--- src/rtl/fetch_unit.sv ---
// fetch_unit: single-slot instruction fetch stage.
//
// A program counter drives instruction memory combinationally; each edge in
// RUN with a free slot captures the addressed word into the instruction
// register (ir/ir_pc/ir_valid) and advances the pc. A captured word whose
// opcode equals HALT_OPCODE stops further fetching. A redirect flushes the
// slot and restarts fetching at redirect_pc from any state.
//
// Ports:
//   clk          rising-edge clock
//   rst          asynchronous active-high reset
//   start        pulse, leaves IDLE for RUN
//   imem_addr    instruction memory read address (== pc)
//   imem_instr   instruction memory read data (combinational from imem_addr)
//   ir, ir_pc    instruction register and the address it came from
//   ir_valid     ir holds an unconsumed instruction
//   ir_ready     decode accepts ir this cycle
//   redirect     branch/jump request, highest priority
//   redirect_pc  branch/jump target
//   halted       FSM is in HALT
module fetch_unit #(
    parameter logic [15:0] RESET_PC    = 16'h0000,
    parameter logic [3:0]  HALT_OPCODE = 4'hF
) (
    input  logic        clk,
    input  logic        rst,
    input  logic        start,
    output logic [15:0] imem_addr,
    input  logic [23:0] imem_instr,
    output logic [23:0] ir,
    output logic [15:0] ir_pc,
    output logic        ir_valid,
    input  logic        ir_ready,
    input  logic        redirect,
    input  logic [15:0] redirect_pc,
    output logic        halted
);

    typedef enum logic [1:0] {
        StIdle,
        StRun,
        StHalt
    } state_e;

    state_e      state_q, state_d;
    logic [15:0] pc_q, pc_d;
    logic [23:0] ir_q, ir_d;
    logic [15:0] ir_pc_q, ir_pc_d;
    logic        ir_valid_q, ir_valid_d;
    logic        slot_free;

    // The slot is free if empty or being drained by decode this cycle.
    assign slot_free = !ir_valid_q || ir_ready;

    always_comb begin
        state_d    = state_q;
        pc_d       = pc_q;
        ir_d       = ir_q;
        ir_pc_d    = ir_pc_q;
        ir_valid_d = ir_valid_q;

        if (redirect) begin
            // Flush regardless of ir_ready; no capture in the redirect cycle.
            pc_d       = redirect_pc;
            ir_valid_d = 1'b0;
            state_d    = StRun;
        end else begin
            unique case (state_q)
                StIdle: begin
                    if (start) begin
                        state_d = StRun;
                    end
                end
                StRun: begin
                    if (slot_free) begin
                        ir_d       = imem_instr;
                        ir_pc_d    = pc_q;
                        ir_valid_d = 1'b1;
                        pc_d       = pc_q + 16'd1;
                        if (imem_instr[23:20] == HALT_OPCODE) begin
                            state_d = StHalt;
                        end
                    end
                end
                StHalt: begin
                    // The halt word stays presented until decode takes it.
                    if (ir_valid_q && ir_ready) begin
                        ir_valid_d = 1'b0;
                    end
                end
                default: begin
                    state_d = StIdle;
                end
            endcase
        end
    end

    always_ff @(posedge clk or posedge rst) begin
        if (rst) begin
            state_q    <= StIdle;
            pc_q       <= RESET_PC;
            ir_q       <= 24'h0;
            ir_pc_q    <= 16'h0;
            ir_valid_q <= 1'b0;
        end else begin
            state_q    <= state_d;
            pc_q       <= pc_d;
            ir_q       <= ir_d;
            ir_pc_q    <= ir_pc_d;
            ir_valid_q <= ir_valid_d;
        end
    end

    assign imem_addr = pc_q;
    assign ir        = ir_q;
    assign ir_pc     = ir_pc_q;
    assign ir_valid  = ir_valid_q;
    assign halted    = (state_q == StHalt);

endmodule

--- config.mk ---
export PLATFORM = sky130hd
export DESIGN_NAME = fetch_unit
export DESIGN_NICKNAME = d
export VERILOG_FILES = /design/src/rtl/fetch_unit.sv
export SDC_FILE = /design/constraint.sdc
export NUM_CORES = 1
export LEC_CHECK = 0
export CAP_MARGIN = 20
export CORE_MARGIN = 1.5
export CORE_UTILIZATION = 30
export CTS_BUF_LIST = sky130_fd_sc_hd__clkbuf_16
export CTS_CLUSTER_SIZE = 14
export DETAILED_ROUTE_END_ITERATION = 8
export RECOVER_POWER = 100
export SYNTH_ARGS = -nofsm -noshare
export SYNTH_HDL_FRONTEND = slang
export SYNTH_SLANG_ARGS = --single-unit
--- constraint.sdc ---
create_clock -name clk -period 2.1 [get_ports clk]
set_input_delay 0.42 -clock clk [delete_from_list [all_inputs] [get_ports clk]]
set_output_delay 0.42 -clock clk [all_outputs]
set_load 0.02 [all_outputs]
# Word-level counts from Yosys, hierarchy flattened
# Cells that the tools add are included.
totals:
  ff_bits: 59
  inputBits: 45
  output_inout_bits: 58
  elab_cells: 38
classes:
  n_addsub: 1
  eq_ne: 8
  muxes: 12
  bitwise_logic: 1
  reduce_logical: 11
ops:
  columns: ["op", "n"]
  rows:
  - ["16-bit 2-to-1 mux", 3]
  - ["16-bit by 1-bit adder with 16-bit output (second input constant)", 1]
  - ["3-bit != test (second input constant)", 3]
  - ["2-bit 2-to-1 mux", 4]
  - ["2-bit one-hot mux with 3 select lines", 1]
  - ["3-bit AND reduction", 2]
  - ["4-bit equality test (second input constant)", 1]
  - ["4-bit AND reduction", 1]
  - ["2-bit nonzero test", 2]
  - ["1-bit 2-to-1 mux", 3]
  - ["3-bit by 2-bit != test with 1-bit output (second input constant)", 1]
  - ["3-bit nonzero test", 1]
  - ["2-bit by 1-bit equality test with 1-bit output (second input constant)", 1]
  - ["2-bit equality test (second input constant)", 1]
  - ["2-bit zero test", 1]
  - ["2-bit != test (second input constant)", 1]
  - ["1-bit one-hot mux with 2 select lines", 1]
  - ["2-bit AND reduction", 1]
  - ["1-bit logical AND", 1]
  - ["1-bit zero test", 1]
  - ["1-bit logical OR", 1]
  - ["1-bit NOT", 1]

# Logic depth before layout (Yosys ltp)
depth:
  depth_word: 5
  ltp_mapped: 6
  ltp_nobuf: 5

# Least setup slack after synthesis
# OpenSTA, ideal clock, no wires.
synth_timing:
  kind: "register -> register"
  start: "reg ir_valid_q (netlist: ir_valid)"
  end: "reg pc_q[11] (netlist: imem_addr[11])"
  setup_time_ps: 82
  arrival_time_ps: 1905
  t_required_ps: 2018
  slack_ps: 114
  path_stages_with_launch: 7
  n_path_buf: 2
  period_less_slack_ps: 1986
  cell_sequence: "dfrtp_1 -> nor2b_1 -> buf_6 -> or3_1 -> buf_6 -> or4_1 -> a31oi_1"
synth_via:
  elab_chain_cells: 4
synth_rtl:
  columns: ["element", "line_no", "text"]
  rows:
  - ["start, declared", "49", "logic ir_valid_q, ir_valid_d;"]
  - ["start signal, assigned", "110", "ir_valid_q <= ir_valid_d;"]
  - ["1-bit zero test", "53", "assign slot_free = !ir_valid_q || ir_ready;"]
  - ["1-bit logical OR", "53", null]
  - ["2-bit nonzero test (no line)", null, null]
  - ["2-bit AND reduction (no line)", null, null]
  - ["end signal, assigned", "107", "pc_q <= pc_d;"]
  - ["end, declared", "46", "logic [15:0] pc_q, pc_d;"]
# Every way passes these cells.
# A chain may end at the register's enable or synchronous reset.

# Worst setup path in the final report
layout_timing:
  start: "reg state_q[1]"
  end: "out halted"
layout_via:
  elab_chain_cells: 1
layout_rtl:
  columns: ["element", "line_no", "text"]
  rows:
  - ["start, declared", "45", "state_e state_q, state_d;"]
  - ["start signal, assigned", "100", "state_q <= StIdle;"]
  - ["start signal, assigned", "106", "state_q <= state_d;"]
  - ["2-bit equality test", "118", "assign halted = (state_q == StHalt);"]
  - ["end, declared", "36", "output logic halted"]
# Every way passes these cells.

==> run metrics <==
status completed; final WL 6360 µm; CP Data Required Time 1680 ps; top_reg_cell synth dfrtp_1; fin. max-slew vios 0; clock sink count 59; initial antenna violation count 0; Worst Setup Start Kind register; most frequent cells in the layout dfrtp_1, dlygate4sd3_1, clkdlybuf4s50_1, mux2_2, nand2_1; reg-to-reg endpoint imem_addr[15]$_DFFE_PP0P_; cells on worst reg2reg path 4; filler cell count 794; area grow syn2layout 56.1%; #FFs+latches synth 59; Max VDD drop 0.000469 V; CP endpoint halted; post-layout util 48.5%; r2r setup slk 230 ps; Hold Violations, Final 0; Synth top area share 57.6%; Core Box Area 8260 µm²; number of max-cap violations 0; Placer Congestion 0.770; Worst Skew 6.71 ps; largest area contributor in the netlist dfrtp_1; Port-buffer cells 102; mean routed wirelength per cell 14.8 µm; syn nets 252; first-pass GRT wire length 10,200 µm; worst min path class register to register; asr flop ratio synth 100%; worst-path fanout max 5; layout cells sized above 1 20.6%; clock buffer depth 2; max incr delay on CP 630 ps; CP Data Arrival Time 1560 ps; Overflow after GRT 0; cts hold-fix bufs 0; total global-route track usage 14.9%; leak pwr 1.63 nW; Synthesis Warnings 0; CTS buffer count 9; CTS root buf clkbuf_16; Syn Inst Count 206; multi-input logic area 1020 µm²; Power Density 898 nW/µm²; Via density 4.81; setup ws final 124 ps; total power 3.59 mW; post-synth cell types 30; drt pass-1 iters 4; initial core utilization 31.0%; R2R Path Start state_q[1]$_DFFE_PP0P_; Final Setup Violations 0; Final Cycle Share 94.1%; NumNets Final 367; Routed Antenna Nets 0; Post-DP Area 3770 µm²; largest delay contributor family on the critical path buffers and inverters; Post-Syn Area 2560 µm²; slowest cell on the critical path clkdlybuf4s50_1; Critical path buffers and inverters 1; largest net degree at the start of global routing 25; Crit. Startpoint state_q[1]$_DFFE_PP0P_; clock slew at reported path FFs 50 ps; vias in the first global route 2,115; crit path cell chain nor2b_1 > clkdlybuf4s50_1; Min Clock Period, post-route 1980 ps; EDFF count, synth 0; slew at the pin with the worst max-slew slack 673 ps; Setup WS pre-CTS -176 ps; First DRT Iteration DRCs 37; Syn Area/Cell 12.4 µm²; top post-synthesis cells by area dfrtp_1, mux2_2, nand2_1; Max Clock Freq 506 MHz; DIE AREA 9110 µm²; via count 2,068; HPWL after detailed placement 4660 µm; area occupied by registers 1480 µm²; CTS H-Tree Depth 3; RSZ-0062 raised after global routing no; Top Ports 103; critical path depth 2; worst skew pair latency 320 ps; Worst Setup Path Type register to output pin; FP Rows 33; max_slew headroom 55.1%; CTS tree done; Die Y-Extent 95.4 µm; Die Width 95.4 µm; sequential share of the synthesized area 57.6%; Crit. End Element output pin; # DRC 0; ant diodes 0; fin area 4000 µm²
## through the flow
step                hold WS [ps]  std cells  setup TNS [ps]
floorplan                    475        206               0
global placement             488        415           -3430
detailed placement           496        415           -4420
CTS                          423        430               0
global route                 507        430               0
finish                       496        430               0
## where the power goes
group | switching (mW) | internal (mW)
Clock | 0.469 | 0.769
Sequential | 0.107 | 1.31
Combinational | 0.456 | 0.479
## area by class of cell
cell class / instances / share of cell area, %
clock buffers: 9 / 5.63
clock inverters: 6 / 0.657
inverters: 2 / 0.188
multi-input cells: 133 / 25.5
flip-flops and latches: 59 / 36.9
well taps: 105 / 3.28
repair buffers: 116 / 27.9
## cell families (layout without fill, tap and decap cells)
group | count (synthesis) | count (layout) | share of synthesized area [%]
AO/OA/AOI/OAI | 24 | 24 | 5.91
XOR/XNOR | 7 | 7 | 2.39
flip-flops | 59 | 59 | 57.6
AND/OR/NAND/NOR | 60 | 60 | 12.6
buffers and inverters | 14 | 133 | 3.03
multiplexers | 41 | 41 | 18.0
adder cells (fa/ha/maj) | 1 | 1 | 0.488
## worst min-delay path by stage
| stage | startpoint | to | depth (start not counted) |
|---|---|---|---|
| finish | ir_pc[12]$_DFFE_PP0P_ | ir_pc[12]$_DFFE_PP0P_ | 1 |
| floorplan | state_q[1]$_DFFE_PP0P_ | state_q[0]$_DFFE_PP0P_ | 1 |
| global placement | ir[6]$_DFFE_PP0P_ | ir[6]$_DFFE_PP0P_ | 1 |
| global route | ir[5]$_DFFE_PP0P_ | ir[5]$_DFFE_PP0P_ | 1 |
| CTS | rst | ir[6]$_DFFE_PP0P_ | 2 |
| detailed placement | ir_pc[6]$_DFFE_PP0P_ | ir_pc[6]$_DFFE_PP0P_ | 1 |
## cells in the mapped netlist (3+ instances only)
master,instances
clkbuf_1,7
nor2b_1,3
nor3_1,3
nor2_1,7
o211ai_1,3
o31ai_1,6
nand2_1,17
a31oi_1,5
o21ai_0,8
xnor2_1,6
or4_1,8
nand3_1,8
nand4_1,3
buf_6,3
mux2_2,40
dfrtp_1,59
## sequential cells by signal, indices dropped and copies added, names as in the netlist
| register | count |
|---|---|
| ir | 24 |
| state_q | 2 |
| ir_valid | 1 |
| imem_addr | 16 |
| ir_pc | 16 |
## what timing repair did
item,CTS,global route
endpoints found under the setup margin,0,1
gates resized for setup,0,1
buffers inserted,0,0
## metal layers
metal	share of wire, %	up-vias	global-route usage, %
met2	49	66	24.3
met1	43	1014	18.3
met4	0.97	0	4.78
met5	0	-	0
met3	6.9	6	5.50
li1	-	982	-
(Power assumes the default switching activity.)
